[config.mk]
export PLATFORM = sky130hd
export DESIGN_NAME = neuron_mac_ctrl
export DESIGN_NICKNAME = d
export VERILOG_FILES = /design/src/rtl/nn_ctrl_pkg.sv /design/src/rtl/valid_delay_line.sv /design/src/rtl/neuron_mac_ctrl.sv
export SDC_FILE = /design/constraint.sdc
export NUM_CORES = 1
export LEC_CHECK = 0
export CORE_AREA = 2 2 39 41
export CTS_CLUSTER_SIZE = 24
export DETAILED_ROUTE_END_ITERATION = 8
export DIE_AREA = 0 0 41 43
export PLACE_DENSITY = 0.62
export SLEW_MARGIN = 20
export SYNTH_ARGS = -nofsm -noshare
export SYNTH_HDL_FRONTEND = slang
export SYNTH_SLANG_ARGS = --single-unit
[constraint.sdc]
create_clock -name clk -period 1.8 [get_ports clk]
set_input_delay 0.36 -clock clk [delete_from_list [all_inputs] [get_ports clk]]
set_output_delay 0.36 -clock clk [all_outputs]
set_load 0.005 [all_outputs]
[src/rtl/nn_ctrl_pkg.sv]
`default_nettype none
// +----------------------------------------------------------------------+
// | nn_ctrl_pkg : shared state encoding and width helper for the MAC      |
// | sequencer.  Rev 1.0                                                   |
// +----------------------------------------------------------------------+
package nn_ctrl_pkg;

  typedef enum logic [2:0] {
    IDLE  = 3'd0,
    ISSUE = 3'd1,
    DRAIN = 3'd2,
    ACT   = 3'd3,
    HOLD  = 3'd4
  } state_t;

  function automatic int clog2(input int value);
    int r;
    r = 0;
    while ((1 << r) < value) r++;
    return r;
  endfunction

endpackage
`default_nettype wire

[src/rtl/valid_delay_line.sv]
`default_nettype none
// +----------------------------------------------------------------------+
// | valid_delay_line : DEPTH-stage valid shift register with pending flag |
// | Rev 1.0                                                               |
// +----------------------------------------------------------------------+
module valid_delay_line #(
  parameter int DEPTH = 3
) (
  input  logic clk,
  input  logic rst,
  input  logic vld,
  output logic vld_dly,
  output logic any_valid
);

  logic [DEPTH-1:0] stages;

  // any_valid flags a bit that has not yet reached the output stage,
  // so a consumer can leave its wait state in the cycle the last bit emerges.
  if (DEPTH == 1) begin : g_single
    always_ff @(posedge clk or posedge rst) begin
      if (rst) stages <= '0;
      else     stages <= vld;
    end
    assign any_valid = vld;
  end else begin : g_multi
    always_ff @(posedge clk or posedge rst) begin
      if (rst) stages <= '0;
      else     stages <= {stages[DEPTH-2:0], vld};
    end
    assign any_valid = vld | (|stages[DEPTH-2:0]);
  end

  assign vld_dly = stages[DEPTH-1];

endmodule
`default_nettype wire

[src/rtl/neuron_mac_ctrl.sv]
`default_nettype none
// +----------------------------------------------------------------------+
// | neuron_mac_ctrl : sequences one neuron's multiply-accumulate pass     |
// | Rev 1.0                                                               |
// +----------------------------------------------------------------------+
module neuron_mac_ctrl
  import nn_ctrl_pkg::*;
#(
  parameter int N_INPUTS = 8,
  parameter int MUL_LAT  = 3,
  parameter int IDX_W    = 3
) (
  input  logic             clk,
  input  logic             rst,
  input  logic             start,
  input  logic             out_ready,
  output logic             busy,
  output logic             rd_en,
  output logic [IDX_W-1:0] rd_addr,
  output logic             mul_vld,
  output logic             acc_clr,
  output logic             acc_en,
  output logic             act_en,
  output logic             out_valid
);

  localparam logic [IDX_W-1:0] LAST_IDX = IDX_W'(N_INPUTS - 1);

  if (IDX_W < 1 || IDX_W < clog2(N_INPUTS) || N_INPUTS < 1 || MUL_LAT < 1) begin : g_param_check
    $error("neuron_mac_ctrl: illegal N_INPUTS/MUL_LAT/IDX_W combination");
  end

  state_t           state, state_nxt;
  logic [IDX_W-1:0] index, index_nxt;
  logic             mul_vld_q;
  logic             pending;

  always_ff @(posedge clk or posedge rst) begin
    if (rst) begin
      state     <= IDLE;
      index     <= '0;
      mul_vld_q <= 1'b0;
    end else begin
      state     <= state_nxt;
      index     <= index_nxt;
      mul_vld_q <= (state == ISSUE);
    end
  end

  always_comb begin
    state_nxt = state;
    index_nxt = index;
    busy      = 1'b1;
    rd_en     = 1'b0;
    acc_clr   = 1'b0;
    act_en    = 1'b0;
    out_valid = 1'b0;
    unique case (state)
      IDLE: begin
        busy = 1'b0;
        if (start) state_nxt = ISSUE;
      end
      ISSUE: begin
        rd_en   = 1'b1;
        acc_clr = (index == '0);
        if (index == LAST_IDX) begin
          index_nxt = '0;
          state_nxt = DRAIN;
        end else begin
          index_nxt = index + 1'b1;
        end
      end
      // Leave in the cycle the last product's acc_en fires, so ACT follows it directly.
      DRAIN: begin
        if (!mul_vld_q && !pending) state_nxt = ACT;
      end
      ACT: begin
        act_en    = 1'b1;
        state_nxt = HOLD;
      end
      HOLD: begin
        out_valid = 1'b1;
        if (out_ready) state_nxt = IDLE;
      end
      default: begin
        busy      = 1'b0;
        state_nxt = IDLE;
      end
    endcase
  end

  valid_delay_line #(
    .DEPTH (MUL_LAT)
  ) u_mul_track (
    .clk       (clk),
    .rst       (rst),
    .vld       (mul_vld_q),
    .vld_dly   (acc_en),
    .any_valid (pending)
  );

  assign rd_addr = index;
  assign mul_vld = mul_vld_q;

endmodule
`default_nettype wire
## Yosys cells after proc, flatten, opt, wreduce, memory -nomap -nowiden

Index checks and enable logic that the tools add are counted.

- Bits of input ports: 4
- Output and inout port bits: 10
- Register bits: 10

- Reduce and logical (&&, ||, !) cells: 8
- Multiplexer cells: 11
- Add/subtract/negate cells: 1
- Bitwise gates (word level): 1
- Equal/unequal tests: 9

Operator list:

| kind | number |
|---|---|
| 3-bit two-way mux | 5 |
| 3-bit one-hot mux with 5 select lines | 1 |
| 3-bit by 2-bit equality test with 1-bit output, second input constant | 2 |
| 3-bit equality test, second input constant | 2 |
| 3-bit zero test | 2 |
| 2-bit != test, second input constant | 3 |
| 1-bit two-way mux | 5 |
| 4-bit AND reduction | 1 |
| 4-bit OR reduction | 1 |
| 3-bit by 1-bit adder with 3-bit output, second input constant | 1 |
| 3-bit by 1-bit equality test with 1-bit output, second input constant | 1 |
| 1-bit zero test | 2 |
| 2-bit by 1-bit != test with 1-bit output, second input constant | 1 |
| 2-bit OR reduction | 1 |
| 1-bit logical AND | 1 |
| 1-bit OR | 1 |

## Longest topological paths before layout

- Depth after elaboration: 6
- Mapped depth: 4

## Hierarchy

Synthesis repeated with hierarchy kept, for this count alone.

- Cells, all modules: 40
- Area total of the unflattened synthesis: 485.5 um^2

Modules (own cells, without submodules):

| module | instances | seq. area each (um^2) | area each (um^2) | cells each |
|---|---|---|---|---|
| neuron_mac_ctrl | 1 | 175.2 | 400.4 | 35 |
| valid_delay_line | 1 | 75.1 | 85.1 | 5 |

## Worst setup path after synthesis

No wires, ideal clock.

- Path kind: reg2out
- Start: register state[2]
- End: output port acc_clr
- Data arrival time: 1.037 ns
- Path buffers: 1
- Required time: 1.440 ns
- Cell stages (with the launch flop): 4
- Path slack: 0.403 ns
- Cells stage by stage: dfrtp_1 buf_2 nor3b_4 and3b_1

- Word-level cells in the longest chain between the ends: 2

Ends and longest elaborated chain:

| what | line | RTL |
|---|---|---|
| start: declaration | neuron_mac_ctrl.sv:33 | `state_t state, state_nxt;` |
| start signal: assignment | neuron_mac_ctrl.sv:44 | `state <= state_nxt;` |
| 3-bit by 1-bit equality test with 1-bit output | neuron_mac_ctrl.sv:58 | `unique case (state)` |
| 1-bit two-way mux | neuron_mac_ctrl.sv:58 |  |
| end: declaration | neuron_mac_ctrl.sv:21 | `output logic acc_clr,` |

Every way passes these cells.

## Worst setup path after layout

- Start: register state[1]
- End: output port acc_clr

The elaborated chain is that of the path after synthesis.

==> flow_summary.html <==
<table>
<tr><th>Metric</th><th>Value</th></tr>
<tr><th colspan="2">Outcome</th></tr>
<tr><td>Result of the run</td><td>finished clean</td></tr>
<tr><th colspan="2">Worst setup path</th></tr>
<tr><td>Number of buffer and inverter instances along the worst setup path</td><td>1</td></tr>
<tr><td>Cell family with the largest share of critical-path delay</td><td>flip-flops</td></tr>
<tr><td>Startpoint Class</td><td>flop</td></tr>
<tr><td>Setup slack of the worst register-to-register path</td><td>0.46 ns</td></tr>
<tr><td>Slowest-stage cell, CP</td><td>dfrtp_2</td></tr>
<tr><td>Critical Setup Path Class</td><td>reg -&gt; out</td></tr>
<tr><td>CP max FO</td><td>5</td></tr>
<tr><td>Worst EP required</td><td>1.44 ns</td></tr>
<tr><td>Slowest Stage Delay on Critical Path</td><td>0.45 ns</td></tr>
<tr><td>Crit path capture type</td><td>primary output</td></tr>
<tr><td>Arrival time reported for the critical path endpoint</td><td>1.32 ns</td></tr>
<tr><td>Ordered list of cells on the worst path</td><td>nor3b_4, and3b_1, dlygate4sd2_1</td></tr>
<tr><th colspan="2">Synth</th></tr>
<tr><td>Flops &amp; latches, synth</td><td>10</td></tr>
<tr><td>Most used standard cell by instance count after synthesis</td><td>dfrtp_1</td></tr>
<tr><td>Area share of the largest cell type after synthesis</td><td>0.5222</td></tr>
<tr><td>Portion of the post-synthesis area used by sequential elements</td><td>0.5222</td></tr>
<tr><td>Top FF cell, synth</td><td>dfrtp_1</td></tr>
<tr><td>Synth area leaders</td><td>dfrtp_1 (52%), ha_1 (7.8%), mux2_4 (6.3%)</td></tr>
<tr><td>Synthesized area</td><td>479.2 sq um</td></tr>
<tr><td>Number of flops mapped to enable cells by yosys</td><td>0</td></tr>
<tr><td>Post-synthesis average cell area</td><td>11.98 sq um</td></tr>
<tr><td>Netlist cell types</td><td>20</td></tr>
<tr><td>Async set or reset register ratio after synthesis</td><td>1.000</td></tr>
<tr><td>Post-synth top cells</td><td>dfrtp_1 (10), inv_1 (5), ha_1 (3), nor2_1 (3)</td></tr>
<tr><td>Number of instances in the synthesized netlist</td><td>40</td></tr>
<tr><td>Synth warn</td><td>0</td></tr>
<tr><td>Cell type with the largest total area after synthesis</td><td>dfrtp_1</td></tr>
<tr><td>Synthesized netlist net count</td><td>47</td></tr>
<tr><th colspan="2">Placed design</th></tr>
<tr><td>Final weighted congestion of routability-driven global placement</td><td>0.7081</td></tr>
<tr><td>Number of buffers added on ports</td><td>13</td></tr>
<tr><td>Post-detail-place hpwl</td><td>614.7 microns</td></tr>
<tr><td>Pre-CTS setup slack</td><td>0.1379 ns</td></tr>
<tr><th colspan="2">Layout</th></tr>
<tr><td>Util after Layout</td><td>0.5181</td></tr>
<tr><td>Fin nets</td><td>70</td></tr>
<tr><td>FILL cells</td><td>116</td></tr>
<tr><td>Relative area change from synthesis to final layout</td><td>49.61%</td></tr>
<tr><td>Share of layout cells above drive strength 1</td><td>0.2742</td></tr>
<tr><td>Antenna Diode Count</td><td>0</td></tr>
<tr><th colspan="2">Clocking</th></tr>
<tr><td>Root buffer cell</td><td>clkbuf_4</td></tr>
<tr><td>Number of CTS-inserted buffers</td><td>3</td></tr>
<tr><td>Buffers from clock root to sink, at most</td><td>2</td></tr>
<tr><td>CTS clock-pin slew for the worst setup and hold paths</td><td>0.07 ns</td></tr>
<tr><td>H-tree depth reported by CTS</td><td>1</td></tr>
<tr><td>Worst-Skew Late Latency</td><td>0.26 ns</td></tr>
<tr><td>CTS tree</td><td>built</td></tr>
<tr><td>CTS Sinks</td><td>10</td></tr>
<tr><th colspan="2">Floorplan</th></tr>
<tr><td>Top Ports</td><td>14</td></tr>
<tr><td>Standard-cell rows</td><td>14</td></tr>
<tr><td>Die ar.</td><td>1763 sq um</td></tr>
<tr><td>Initial standard-cell utilization of the core</td><td>0.3463</td></tr>
<tr><td>Die boundary height</td><td>43 microns</td></tr>
<tr><td>Area of the core</td><td>1384 sq um</td></tr>
<tr><td>Die X</td><td>41 microns</td></tr>
<tr><th colspan="2">STA</th></tr>
<tr><td>Worst hold margin</td><td>0.3774 ns</td></tr>
<tr><td>Setup violations, final</td><td>0</td></tr>
<tr><td>Time the worst path needs with I/O delays and setup</td><td>1.685 ns</td></tr>
<tr><td>Max-slew violations</td><td>0</td></tr>
<tr><td>Max-slew headroom at the worst pin</td><td>0.7323</td></tr>
<tr><td>Maximum achievable frequency</td><td>593.5 MHz</td></tr>
<tr><td>Summed negative setup slack over all endpoints</td><td>0 ns</td></tr>
<tr><td>Final Hold Fails</td><td>0</td></tr>
<tr><td>Final worst path period share</td><td>0.9360</td></tr>
<tr><td>PnR worst setup slack</td><td>0.1151 ns</td></tr>
<tr><td>RSZ-0062 raised after global routing</td><td>no</td></tr>
<tr><td>Final setup skew</td><td>0.002732 ns</td></tr>
<tr><td>Worst Tran Pin Value</td><td>0.4011 ns</td></tr>
<tr><th colspan="2">Power</th></tr>
<tr><td>Leakage power figure</td><td>0.3635 nW</td></tr>
<tr><td>Pwr Density</td><td>1975 nW/um^2</td></tr>
<tr><td>Highest ir drop seen on vdd</td><td>0.8033 mV</td></tr>
<tr><td>Total design power</td><td>1.416 mW</td></tr>
<tr><th colspan="2">Global routing</th></tr>
<tr><td>Global-route wire length before repair</td><td>1455 microns</td></tr>
<tr><td>Number of global-route vias before repair</td><td>348</td></tr>
<tr><td>Number of antenna violations at the first check in global routing</td><td>0</td></tr>
<tr><td>Pin count of the biggest net entering global routing</td><td>11</td></tr>
<tr><td>Total Routing Usage GR</td><td>0.1283</td></tr>
<tr><td>Remaining global-route overflow</td><td>0</td></tr>
<tr><th colspan="2">Drt</th></tr>
<tr><td>TritonRoute pass-1 iters</td><td>4</td></tr>
<tr><td>Number of remaining DRC errors</td><td>0</td></tr>
<tr><td>WL per Instance</td><td>10.99 microns</td></tr>
<tr><td>DR vias/cell</td><td>4.513</td></tr>
<tr><td>Antenna viol nets, final</td><td>0</td></tr>
<tr><td>Total via count in the routed design</td><td>352</td></tr>
<tr><td>Initial DRC count</td><td>2</td></tr>
<tr><td>Post-detailed-routing wire length</td><td>857 microns</td></tr>
<tr><th colspan="2">Run</th></tr>
<tr><td>Number of max-cap violations</td><td>0</td></tr>
<tr><th colspan="2">Worst hold path</th></tr>
<tr><td>Worst hold path class</td><td>in -&gt; async</td></tr>
</table>
-- per-stage QoR --
stage	std cells	instance area, sq um
final	78	716.9
after global placement	72	656.9
after global routing	78	716.9
after floorplan	40	479.2
after CTS	78	708.2
after detailed placement	72	656.9
-- metal layers --
metal,share of wire,GRT usage,up-vias
li1,-,-,179
met1,0.52,0.1785,162
met2,0.42,0.1531,9
met3,0.048,0.04712,2
met4,0.013,0.1000,0
met5,0,0,-
-- cell families (layout without fill, tap and decap cells) --
logic type / after synthesis / in the layout / synth area share
buf+inv: 7 / 29 / 0.06006
simple gates: 12 / 12 / 0.1776
flops: 10 / 10 / 0.5222
fa+ha+maj: 3 / 3 / 0.07834
compound gates: 4 / 4 / 0.06004
mux: 3 / 3 / 0.08355
xor+xnor: 1 / 1 / 0.01828
-- layout make-up --
cell class                      count  area, sq um  share of cell area
Inverter                            5        18.77             0.02618
Timing Repair Buffer               20        183.9              0.2565
Sequential cell                    10        252.7              0.3525
Tap cell                           16        20.02             0.02792
Multi-Input combinational cell     23        205.2              0.2862
Clock buffer                        4        36.28             0.05061
-- flip-flops by register name (all words and copies together) (netlist names) --
name                count
mul_vld                 1
rd_addr                 3
state                   3
u_mul_track.stages      3
-- final timing paths --
kind / cells after the start / endpoint / start
max: 3 / acc_clr / state[1]
min in group clk: 0 / u_mul_track.stages[2] / u_mul_track.stages[1]
max reg2reg: 4 / rd_addr[2] / rd_addr[0]
max in group asynchronous: 2 / state[0] / rst
min reg2reg: 0 / u_mul_track.stages[2] / u_mul_track.stages[1]
min: 2 / state[2] / rst
-- what timing repair did --
item                       4_1_cts  5_1_grt
gates cloned                     0        0
hold buffers                     0        0
setup endpoints to repair        5        1
buffers inserted                 2        0
pin swaps                        0        0
resized for setup                6        3
-- cell usage in the layout (no fill, tap or decap), drive strengths merged --
master | netlist | layout
dfrtp | 10 | 10
clkdlybuf4s50 | 0 | 8
buf | 2 | 7
inv | 5 | 5
dlygate4sd2 | 0 | 4
clkbuf | 0 | 4
nor2 | 3 | 3
ha | 3 | 3
nand2b | 2 | 2
mux2 | 2 | 2
nor3b | 2 | 2
nand2 | 1 | 1
o2bb2ai | 1 | 1
nor4b | 1 | 1
nor2b | 1 | 1
o21ai | 1 | 1
o311a | 1 | 1
nand3b | 1 | 1
a21oi | 1 | 1
xnor2 | 1 | 1
and3b | 1 | 1
mux2i | 1 | 1
dlymetal6s2s | 0 | 1
-- worst reg2reg max path: cells and delay by family, from the launching register on --
kind	cells	cell delay (ns)
adders and majority gates	2	0.45
DFF	1	0.37
muxes	1	0.26
buffers and inverters	1	0.15
-- power by group --
part           internal, mW  leakage (nW)  switching, mW
Clock                 0.123        0.0210         0.0753
Sequential            0.345         0.116         0.0953
Combinational         0.511         0.227          0.267
Total                 0.978         0.364          0.438
Note: power is estimated with default switching activity, not from simulation.
